$ cat src/rtl/jtsdram_pkg.sv
// Shared definitions for the SDRAM bank checker.
//   state_t : checker FSM encoding
//   phase_t : current pass (write pattern / read back and compare)
//   LFSR_W  : width of the pseudo-random generator used for request gaps
package jtsdram_pkg;

  localparam int LFSR_W = 16;

  typedef enum logic [2:0] {
    ST_IDLE,
    ST_GAP,
    ST_REQ,
    ST_WAIT,
    ST_COMPLETE,
    ST_DONE
  } state_t;

  typedef enum logic {
    PH_WR = 1'b0,
    PH_RD = 1'b1
  } phase_t;

endpackage

$ cat src/rtl/jtsdram_rnd.sv
// 16-bit Fibonacci LFSR (x^16+x^14+x^13+x^11+1), advancing when i_adv is high.
//   clk, rst : clock, asynchronous active-high reset
//   i_adv    : step the generator this cycle
//   o_rnd    : low OW bits of the generator state
module jtsdram_rnd
  import jtsdram_pkg::*;
#(
  parameter int OW = LFSR_W
) (
  input  logic          clk,
  input  logic          rst,
  input  logic          i_adv,
  output logic [OW-1:0] o_rnd
);

  logic [LFSR_W-1:0] r_lfsr;

  // Non-zero reset value: the all-zero state would lock the LFSR.
  always_ff @(posedge clk or posedge rst) begin
    if (rst) begin
      r_lfsr <= 16'hACE1;
    end else if (i_adv) begin
      // NOTE: sequential state uses non-blocking assignments so every flop
      // samples pre-edge values regardless of statement order.
      r_lfsr <= {r_lfsr[14:0], r_lfsr[15] ^ r_lfsr[13] ^ r_lfsr[12] ^ r_lfsr[10]};
    end
  end

  assign o_rnd = r_lfsr[OW-1:0];

endmodule

$ cat config.mk
export PLATFORM = sky130hd
export DESIGN_NAME = jtsdram_rnd
export DESIGN_NICKNAME = d
export VERILOG_FILES = /design/src/rtl/jtsdram_pkg.sv /design/src/rtl/jtsdram_rnd.sv
export SDC_FILE = /design/constraint.sdc
export NUM_CORES = 1
export LEC_CHECK = 0
export ABC_AREA = 1
export CAP_MARGIN = 40
export CORE_MARGIN = 1.5
export CORE_UTILIZATION = 48
export CTS_BUF_LIST = sky130_fd_sc_hd__clkbuf_8 sky130_fd_sc_hd__clkbuf_16
export CTS_CLUSTER_SIZE = 40
export DETAILED_ROUTE_END_ITERATION = 12
export GPL_ROUTABILITY_DRIVEN = 0
export GPL_TIMING_DRIVEN = 0
export PLACE_DENSITY = 0.79
export REMOVE_ABC_BUFFERS = 1
export SKIP_LAST_GASP = 1
export SYNTH_ARGS = -nofsm -noshare
export SYNTH_HDL_FRONTEND = slang
export SYNTH_SLANG_ARGS = --single-unit
$ cat constraint.sdc
create_clock -name clk -period 2.7 [get_ports clk]
set_input_delay 0.54 -clock clk [delete_from_list [all_inputs] [get_ports clk]]
set_output_delay 0.54 -clock clk [all_outputs]
set_load 0.03 [all_outputs]
Yosys cells after proc, flatten, opt, wreduce, memory -nomap -nowiden
Cells that the tools add are included.
Widths: inputs -> output; s select.
{"block": "word_totals", "ff_bits": 16, "in_bits": 3, "output_inout_bits": 16, "elab_cells": 4}
{"block": "classes", "bitwise_logic": 3}
{"operator": "$xor 1x1->1", "count": 3}

Longest topological paths before layout
{"block": "logic_depth", "depth_word": 3, "mapped_depth": 6, "depth_no_buf": 6}

Worst setup path after synthesis
No wires, ideal clock.
{"block": "synth_timing", "kind": "reg-to-output", "start": "register r_lfsr[15] (netlist: o_rnd[15])", "end": "output port o_rnd[15]", "t_arrival_ns": 0.620, "t_required_ns": 2.160, "path_slack_ns": 1.540, "stages_incl_launch_ff": 1, "n_path_buf": 0, "path_cell_list": "dfstp_2"}
{"element": "start: declaration", "line_no": "jtsdram_rnd.sv:16", "source": "logic [LFSR_W-1:0] r_lfsr;"}
{"element": "start signal: assignment", "line_no": "jtsdram_rnd.sv:25", "source": "r_lfsr <= {r_lfsr[14:0], r_lfsr[15] ^ r_lfsr[13] ^ r_lfsr[12] ^ r_lfsr[10]};"}
{"element": "end: declaration", "line_no": "jtsdram_rnd.sv:13", "source": "output logic [OW-1:0] o_rnd"}
No word-level cell between the ends.

Worst setup path in the final report
{"block": "layout_timing", "start": "register r_lfsr[15] (netlist: o_rnd[15])", "end": "output port o_rnd[15]"}
No word-level cell between the ends.

==> impl_results.md <==
* Worst setup slack after layout at 0.683 ns
* EDFF count, synth at 0
* Final Hold Viols at 0
* Die height at 40.9 um
* Via count at 530
* Crit-path max cell delay at 0.67 ns
* Max-cap violations at 0
* Hold/Removal Path Class: reg -> reg
* Ys async rst share at 1.00
* Most frequent cell after synthesis: nand2_1
* Library cells used by synthesis at 12
* Critical-path top delay cell: clkdlybuf4s50_1
* Final Util at 0.691
* Synth Cell Area at 691 um^2
* CTS resizes at 0
* Unrepaired setup endpoints after global routing: false
* Routed WL at 1.31 mm
* Antenna diode count at 0
* Final setup fails at 0
* CTS Root Cell: clkbuf_8
* Top_reg_cell synth: dfstp_2
* Nature of the critical path startpoint: flip-flop
* Worst-path clk slew at roughly 0.06 ns
* Hold Slack at ~0.47 ns
* Post-route ant nets at 0
* Worst-margin pin slew at 0.657 ns
* Outcome: finished, final reports clean
* Arrival time at the worst endpoint at 1.48 ns
* Site row count at 13
* Ports at 19
* Post-route DRC violation count at 0
* Yosys warnings at 0
* Buffers on Ports at 18
* Core area at 0.00132 mm^2
* Pin count of the biggest net entering global routing at 20
* FMAX at between 0.4 and 0.5 GHz
* Critical path, cell by cell: clkdlybuf4s50_1
* Clk_lat worst skew at 0.24 ns
* Routing usage on met1 at 0.284
* Top cell type by total area after synthesis: dfstp_2
* Yosys top cell area share at 0.304
* TritonCTS clock tree: done
* Final nets at 101
* Worst rel slew slack at 0.561
* Final Max Slew Viols at 0
* Die Width at 40.9 um
* Final HPWL DP at 869 um
* Setup tns final at 0 ns
* DR iter-0 viols at 19
* Sequential share of the synthesized area at 0.594
* Synthesized netlist cell count at 78
* Num CTS Buffers at 3
* Synth Area per Inst at 8.85 um^2
* Layout area overhead at 31.9%
* Grt ovf at 0
* Post-CTS setup buffer count at 0
* Fillers at ~110
* Largest fanout on the critical path at 4
* Buf/Inv on CP at 1
* Initial DRT Pass Iterations at 5
* Most Crowded Layer GR: met2
* Final cycle utilization of the critical path at 0.747
* TritonCTS sink count at 16
* Register area at 410 um^2
* Delay-heaviest family, CP: buffers and inverters
* Multi-input gate area at between 200 and 250 um^2
* Initial Util at 0.524
* Crit end category: output port
* Peak VDD IR at ~560 uV
* CTS Buffer Depth at 2
* Layout cells sized above 1 at 0.155
* Crit Path Class: reg -> out
* Initial antenna violation count at 0
* Max reg flops at 16
* First-pass GRT wire length at 2.14 mm
* Hold buffer count at CTS at 0
* Fin crit period at 2.02 ns
* GRT Util Overall at 0.201
* Routing usage on met3 at 0.0326
* H-tree depth at 1
* Die footprint at 0.00168 mm^2
* Synth cell count leaders: nand2_1, dfrtp_1, dfstp_2, inv_1, o21ai_0
* CP Data Required Time at 2.16 ns
* Leakage at 0.428 nW
* Vias in the first global route at 459
* Cell Pwr Density at 1020 mW/mm^2
* Via-to-Cell Ratio at about 4.7
* Final Power at 0.927 mW
* DP Worst Slack at between 0.7 and 0.8 ns
* GR Util met2 at 0.309
* Top post-synthesis cells by area: dfstp_2, dfrtp_1, nand2_1
* WL/cell at 11.7 um
* Seq cells post-synth at 16
* Final Skew at 0.00302 ns
-- logic make-up after synthesis --
kind of cell,count (synthesis),share of synthesized area
AND/OR/NAND/NOR,41,0.228
flip-flops,16,0.594
buffers and inverters,12,0.101
AO/OA/AOI/OAI,8,0.0634
XOR/XNOR,1,0.0127
-- report_power, final --
part / switching [mW] / internal, mW / leakage, nW
combinational: 0.204 / 0.140 / 0.210
clock: 0.0770 / 0.129 / 0.0288
sequential: 0.0544 / 0.322 / 0.189
total: 0.336 / 0.591 / 0.428
-- metrics by stage --
stage / instances / instance area [um^2]
final: 112 / 911
after global routing: 112 / 911
after CTS: 112 / 911
after detailed placement: 108 / 856
after global placement: 108 / 856
after floorplan: 75 / 657
-- cells in the final DEF, fill, tap and decap left out, drive strengths merged --
master	Yosys	final
nand2	38	38
clkdlybuf4s50	0	18
inv	9	9
dfstp	8	8
dfrtp	8	8
o21ai	8	8
clkbuf	0	4
nor2	2	2
xnor2	1	1
nand3	1	1
-- worst min-delay path: stages, from the launching register on --
cell     delay, ns
dfstp_2       0.37
nand2_1       0.05
nand2_1       0.04
-- final timing paths --
check | from | to | slack [ns] | cells past startpoint
setup / recovery | o_rnd[15] | o_rnd[15] | 0.68 | 1
hold / removal | o_rnd[7] | o_rnd[7] | 0.47 | 2
setup reg to reg | o_rnd[15] | o_rnd[0] | 1.69 | 6
hold reg to reg | o_rnd[7] | o_rnd[7] | 0.47 | 2
max in group asynchronous | rst | o_rnd[12] | 1.65 | 2
min in group asynchronous | rst | o_rnd[9] | 0.66 | 2
-- area by class of cell --
type	count	area share
multi-input cells	50	0.231
flip-flops and latches	16	0.451
repair buffers	18	0.198
inverters	9	0.0398
clock buffers	4	0.0604
well taps	15	0.0206
-- per-layer routing --
metal  share of wire  wire [um]
met5               0          0
met4          0.0077         10
met3           0.046         60
met2            0.48        623
met1            0.47        614
No activity file was read; power rests on OpenSTA's default activity.
